`src/rtl/regfile_param.sv`:
```
// Parametrised register file: combinational reads with optional write bypass and zero register,
// one-cycle write latency, plus a pending-write scoreboard that raises per-port busy for RAW stalls.
module regfile_param #(
    parameter int DATA_W   = 32,
    parameter int ADDR_W   = 5,
    parameter int NUM_RD   = 2,
    parameter int ZERO_REG = 1,
    parameter int BYPASS   = 1
) (
    input  logic                       clk_i,
    input  logic                       nrst_i,
    input  logic [NUM_RD*ADDR_W-1:0]   rs_addr_i,
    output logic [NUM_RD*DATA_W-1:0]   rs_data_o,
    output logic [NUM_RD-1:0]          rs_busy_o,
    input  logic [ADDR_W-1:0]          rd_addr_i,
    input  logic [DATA_W-1:0]          rd_data_i,
    input  logic                       rd_wren_i,
    input  logic                       iss_valid_i,
    input  logic [ADDR_W-1:0]          iss_addr_i,
    output logic [2**ADDR_W-1:0]       pend_o
);

    localparam int DEPTH = 2**ADDR_W;

    logic [DATA_W-1:0] regs [DEPTH];
    logic [DEPTH-1:0]  pend;
    logic [DEPTH-1:0]  pend_nxt;
    logic              wr_zero;
    logic              wr_en;
    logic              fwd_en;

    assign wr_zero = (ZERO_REG != 0) && (rd_addr_i == '0);
    assign wr_en   = rd_wren_i && !wr_zero;
    // Forwarding is held off during reset so the read ports show the cleared state.
    assign fwd_en  = (BYPASS != 0) && wr_en && nrst_i;

    // Issue is applied after retire so a same-address issue supersedes the retiring write.
    always_comb begin
        pend_nxt = pend;
        if (rd_wren_i) begin
            pend_nxt[rd_addr_i] = 1'b0;
        end
        if (iss_valid_i) begin
            pend_nxt[iss_addr_i] = 1'b1;
        end
        if (ZERO_REG != 0) begin
            pend_nxt[0] = 1'b0;
        end
    end

    always_ff @(posedge clk_i or negedge nrst_i) begin
        if (!nrst_i) begin
            pend <= '0;
            for (int n = 0; n < DEPTH; n++) begin
                regs[n] <= '0;
            end
        end else begin
            pend <= pend_nxt;
            if (wr_en) begin
                regs[rd_addr_i] <= rd_data_i;
            end
        end
    end

    assign pend_o = pend;

    for (genvar k = 0; k < NUM_RD; k++) begin : g_rd
        logic [ADDR_W-1:0] addr;
        logic              is_zero;
        logic              hit;

        assign addr    = rs_addr_i[k*ADDR_W +: ADDR_W];
        assign is_zero = (ZERO_REG != 0) && (addr == '0);
        assign hit     = fwd_en && (rd_addr_i == addr);

        assign rs_data_o[k*DATA_W +: DATA_W] = is_zero ? '0 :
                                               hit     ? rd_data_i : regs[addr];
        // Forwarded data satisfies the hazard, so a bypass hit is never busy.
        assign rs_busy_o[k] = !is_zero && !hit && pend[addr];
    end

endmodule

```
`config.mk`:
```
export PLATFORM = sky130hd
export DESIGN_NAME = regfile_param
export DESIGN_NICKNAME = d
export VERILOG_FILES = /design/src/rtl/regfile_param.sv
export SDC_FILE = /design/constraint.sdc
export NUM_CORES = 2
export LEC_CHECK = 0
export CAP_MARGIN = 40
export CORE_UTILIZATION = 40
export DETAILED_ROUTE_END_ITERATION = 8
export SYNTH_ARGS = -nofsm -noshare
export SYNTH_HDL_FRONTEND = slang
export SYNTH_SLANG_ARGS = --single-unit
```
`constraint.sdc`:
```
create_clock -name clk_i -period 3 [get_ports clk_i]
set_input_delay 0.6 -clock clk_i [delete_from_list [all_inputs] [get_ports clk_i]]
set_output_delay 0.6 -clock clk_i [all_outputs]
set_load 0.02 [all_outputs]
```
After elaboration in Yosys (flattened, before gate mapping) --
Cells that the tools add are included.
Operators by class: $add $sub $neg 0, multiply operators 0, div/mod/pow operators 0, $lt $le $gt $ge 10, equality and inequality tests 2, shift operators 0, mux-type cells 23, bitwise gates (word level) 6, reduce and logical (&&, ||, !) cells 19
Operators with widths (number):
- 1024-bit bitwise mux | 1
- 32-bit 2-to-1 mux | 11
- 32-bit binary-select mux with 5-bit select | 2
- 32-bit demux with 5-bit select | 1
- 32-bit bitwise AND | 1
- 32-bit inverter | 1
- 32-bit bitwise OR | 1
- 5-bit by 6-bit < comparator with 1-bit output (second input constant) | 4
- 6-bit >= comparator (second input constant) | 3
- 5-bit inverter with 6-bit output | 3
- 5-bit zero test | 3
- 1-bit logical AND | 11
- 1-bit binary-select mux with 5-bit select | 2
- 1-bit demux with 5-bit select | 2
- 5-bit equality test | 2
- 5-bit by 1-bit >= comparator with 1-bit output (second input constant) | 2
- 6-bit by 1-bit < comparator with 1-bit output (second input constant) | 1
- 1-bit zero test | 5
- 1-bit 2-to-1 mux | 4
Storage, ports and cells: register bits 1055, bits in latches 0, memory bits (writable) 0, memory bits (read-only) 0, bits of input ports 56, output and inout bits 98, logic and storage cells 93, memories 0

Depth between registers and ports, before layout --
word-level depth 9, mapped depth 9, depth with buffers taken out 5

Worst setup path before layout --
Ideal clock, no wire load.
path kind in2out, from in rd_addr_i[2], to out rs_busy_o[1], arrival time 2.246 ns, required time 2.400 ns, path slack 0.154 ns, stages 8, path buffers 3, path through buf_2 nor3_2 a21oi_1 nand4_1 buf_2 buf_2 o211ai_1 a211oi_1
On the way: word-level cells in the longest chain between the ends 8, elaborated cells between the ends (all ways) 9, those cells by class 1 x eq/ne; 8 x reduce/logical
RTL lines:
- from (decl) | RTL line 15 | input logic [ADDR_W-1:0] rd_addr_i,
- 5-bit zero test | RTL line 32 | assign wr_zero = (ZERO_REG != 0) && (rd_addr_i == '0);
- 1-bit zero test | RTL line 33 | assign wr_en = rd_wren_i && !wr_zero;
- 1-bit logical AND | RTL line 33
- 1-bit logical AND | RTL line 35 | assign fwd_en = (BYPASS != 0) && wr_en && nrst_i;
- 1-bit logical AND (*) | RTL line 74 | assign hit = fwd_en && (rd_addr_i == addr);
- 1-bit zero test (*) | RTL line 79 | assign rs_busy_o[k] = !is_zero && !hit && pend[addr];
- 1-bit logical AND (*) (2 in a row) | RTL line 79
- to (decl) | RTL line 14 | output logic [NUM_RD-1:0] rs_busy_o,
Every way passes the cells marked *; elsewhere a longest branch is shown, timed or not.

Final worst setup path --
from reg pend[19], in the netlist pend_o[19], to out rs_busy_o[1]
On the way: word-level cells in the longest chain between the ends 3
RTL lines:
- from (decl) | RTL line 26 | logic [DEPTH-1:0] pend;
- from (signal assigned) | RTL line 58 | pend <= pend_nxt;
- 1-bit binary-select mux with 5-bit select | RTL line 79
- 1-bit 2-to-1 mux (not written as such) | RTL line 79
- 1-bit logical AND | RTL line 79
No other way between the ends. The select of a mux whose other input is x is not followed.

==> results.sh <==
export IMPL_die_y_um=378
export IMPL_core_rowCount=137
export IMPL_status="finished, violations left"
export IMPL_synthFlopType="dfrtp_1"
export IMPL_clkSinkCount=1055
export IMPL_maxSlewHeadroom_pct=32.5
export IMPL_yosys_warnings=0
export IMPL_initial_core_util_pct=40.4
export IMPL_crit_slowest_cell="mux4_2"
export IMPL_crit_fanout=4
export IMPL_stdcell_count=6322
export IMPL_io_pins=154
export IMPL_maxClockFrequency_mhz=318
export IMPL_synth_edf_count=0
export IMPL_numCtsBuffers=111
export IMPL_fin_crit_ns=3.14
export IMPL_combPwrFrac_pct=23.6
export IMPL_grt_max_degree=160
export IMPL_slew_viol_final=0
export IMPL_post_route_cells_drive_above_1_share_pct=59.4
export IMPL_seqPwrFrac_pct=43.3
export IMPL_finalNetCount=4413
export IMPL_grt_antenna_before_repair=1
export IMPL_rsz0062_at_grt="true"
export IMPL_synth_avg_cell_area_sq_um=14.5
export IMPL_swShare_pct=28.0
export IMPL_num_fill_cells=11617
export IMPL_cts_hold_buf=0
export IMPL_p_leak_nw=31.0
export IMPL_synth_yosys_seq_area_share_pct=46.6
export IMPL_crit_buf_inv=1
export IMPL_cpMostUsedCell="mux4_2"
export IMPL_grt_use_total_pct=26.8
export IMPL_hold_ws_ns=0.0962
export IMPL_firstDrtPassIters=7
export IMPL_finalSetupViolCount=20
export IMPL_critPathLaunchType="flip-flop"
export IMPL_dp_cells=5944
export IMPL_cp_required_ns=2.40
export IMPL_final_cell_mix="dfrtp_1 (1054), mux2_2 (1040), mux4_2 (402)"
export IMPL_grt_pass1_vias=39597
export IMPL_arrival_ns=2.54
export IMPL_reg2reg_setup_slack_ns=2.08
export IMPL_layout_setup_ws_ns=-0.141
export IMPL_drc=0
export IMPL_cts_clk_slew_worst_paths_ns=0.06
export IMPL_synth_fp_nets=3965
export IMPL_cpLargestDelayFamily="multiplexers"
export IMPL_htree_levels=3
export IMPL_postSynthCellCount=3909
export IMPL_syn_to_final_growth_pct=26.5
export IMPL_synthArstFlopShare_pct=100
export IMPL_overflow=0
export IMPL_fin_crit_sh_pct=105
export IMPL_finClkSkew_ns=0
export IMPL_ir_worst_vdd_v=0.000448
export IMPL_reg2reg_to="regs[85]"
export IMPL_r2r_cells=2
export IMPL_avgViaCountPerCell=6.23
export IMPL_hold_viol_final=0
export IMPL_slowest_delay_ns=0.53
export IMPL_power_switching_mw=12.3
export IMPL_drt_iter0_drc=3871
export IMPL_fp_dieW_um=378
export IMPL_antennaDiodeCount=0
export IMPL_crit_chain="mux4_2 > mux4_2 > nor2_2 > a211oi_2 > buf_4"
export IMPL_cts_tree="yes"
export IMPL_wl_per_cell_um=30.6
export IMPL_endpoint_kind="primary output"
export IMPL_worst_slew_pin_slew_ns=1.01
export IMPL_port_buffers=152
export IMPL_pwr_density_cell_nw_per_um2=612
export IMPL_p_total_mw=43.9
export IMPL_vias=39389
export IMPL_root_buffer="clkbuf_16"
export IMPL_critPathKind="reg -> out"
export IMPL_violations="negative setup slack"
export IMPL_core_region_area_sq_um=140000
export IMPL_hp_class="in -> async"
export IMPL_pre_cts_slack_ns=-1.12
export IMPL_syn_area_sq_um=56600
export IMPL_maxCapViolCount=0
export IMPL_ant_nets=0
export IMPL_reg2reg_from="regs[85]"
export IMPL_internal_power_mw=31.6
export IMPL_p_clk_share_pct=33.1
export IMPL_final_common_cell="dfrtp_1"
export IMPL_grt_pass1_wl_mm=280
export IMPL_worstSkewPairLatency_ns=0.74
export IMPL_clockBufferDepth=3
export IMPL_dieArea_sq_um=143000
export IMPL_gp_routability_congestion=0.893
export IMPL_ys_ff_latch=1055
export IMPL_tns_ns=-0.775
export IMPL_dpl_hpwl_mm=120
export IMPL_synth_cell_types=54
export IMPL_routed_wl_mm=193
[layer usage]
| layer | part of all wire, % | GRT usage (%) | up-vias |
|---|---|---|---|
| met5 | 0.0062 | 0 | - |
| met4 | 3.0 | 8.34 | 2 |
| met3 | 7.8 | 5.18 | 288 |
| met2 | 46 | 41.3 | 1561 |
| met1 | 43 | 38.1 | 21392 |
| li1 | - | - | 16146 |
[power groups by stage]
stage | registers, mW | clock network, mW | logic, mW
final | 19.0 | 14.5 | 10.4
after global routing | 19.3 | 15.3 | 11.0
after global placement | 18.9 | 0 | 9.22
after floorplan | 18.6 | 0 | 6.51
after detailed placement | 19.1 | 0 | 9.36
after CTS | 18.9 | 14.7 | 10.0
[logic make-up (layout without fill, tap and decap cells)]
group	after synthesis	in the layout	share of synthesized area, %
buffers and inverters	460	997	4.26
flip-flops	1055	1055	46.6
AO/OA/AOI/OAI	529	529	6.61
other	1	1	0.00662
AND/OR/NAND/NOR	198	198	1.84
XOR/XNOR	10	10	0.155
multiplexers	1656	1656	40.5
[through the flow]
step | utilization [%] | cell area [sq um]
final | 51.1 | 71600
after global routing | 51.1 | 71600
after CTS | 50.1 | 70200
after detailed placement | 45.3 | 63500
after global placement | 45.3 | 63500
after floorplan | - | 56600
[worst max-delay path by stage]
| stage | startpoint | to | slack, ns | cells past startpoint |
|---|---|---|---|---|
| 3_5_place_dp | rs_addr_i[4] | rs_data_o[18] | -1.12 | 8 |
| 5_1_grt | pend_o[10] | rs_busy_o[1] | -0.17 | 5 |
| 3_3_place_gp | rs_addr_i[4] | rs_data_o[18] | -1.10 | 8 |
| 4_1_cts | pend_o[19] | rs_busy_o[1] | -0.16 | 5 |
| 2_1_floorplan | rd_addr_i[2] | rs_busy_o[1] | 0.15 | 8 |
| 6_report | pend_o[19] | rs_busy_o[1] | -0.14 | 5 |
[repair_timing]
item | CTS | global route
gates resized for setup | 679 | 166
endpoints found under the setup margin | 66 | 66
cloned | 16 | 9
hold endpoints to repair | 0 | 0
pin swaps | 113 | 106
setup buffers | 108 | 66
[sequential cells by signal, indices dropped and copies added (netlist names)]
signal,count
regs,1024
pend_o,31
[synth_stat cells, types with 3 or more instances]
| cell type | n | share of area, % |
|---|---|---|
| a21oi_1 | 3 | 0.027 |
| a221oi_1 | 32 | 0.50 |
| a22o_1 | 15 | 0.23 |
| a22oi_1 | 65 | 0.86 |
| and3b_1 | 4 | 0.062 |
| buf_1 | 32 | 0.21 |
| buf_2 | 115 | 1.0 |
| buf_4 | 47 | 0.62 |
| buf_6 | 35 | 0.70 |
| buf_8 | 6 | 0.16 |
| clkbuf_1 | 222 | 1.5 |
| dfrtp_1 | 1055 | 47 |
| mux2_1 | 16 | 0.32 |
| mux2_2 | 1040 | 21 |
| mux2i_1 | 198 | 3.5 |
| mux4_2 | 402 | 16 |
| nand2_1 | 27 | 0.18 |
| nand2b_1 | 6 | 0.066 |
| nand3_1 | 6 | 0.053 |
| nand3b_1 | 8 | 0.11 |
| nor2_1 | 79 | 0.52 |
| nor2_4 | 4 | 0.080 |
| nor3_1 | 4 | 0.035 |
| nor3b_1 | 9 | 0.12 |
| nor4_1 | 29 | 0.32 |
| o211ai_1 | 66 | 0.88 |
| o21ai_0 | 105 | 0.93 |
| o21ai_1 | 21 | 0.19 |
| o221a_2 | 60 | 1.2 |
| o22ai_1 | 155 | 1.7 |
| or2_2 | 3 | 0.033 |
| or3_1 | 3 | 0.033 |
| xnor2_1 | 4 | 0.062 |
| xor2_1 | 6 | 0.093 |
[final cells by class]
type | count | area [sq um] | area share (%)
multi-input cells | 2394 | 29400 | 41.1
flip-flops and latches | 1055 | 26400 | 36.9
repair buffers | 795 | 9650 | 13.5
clock buffers | 157 | 3220 | 4.50
well taps | 1876 | 2350 | 3.28
clock inverters | 45 | 568 | 0.793
[tightest hold or removal path: stages]
cell and delay (ns):
buf_8 0.10, buf_4 0.14, buf_12 0.40
No activity file was read; power rests on OpenSTA's default activity.
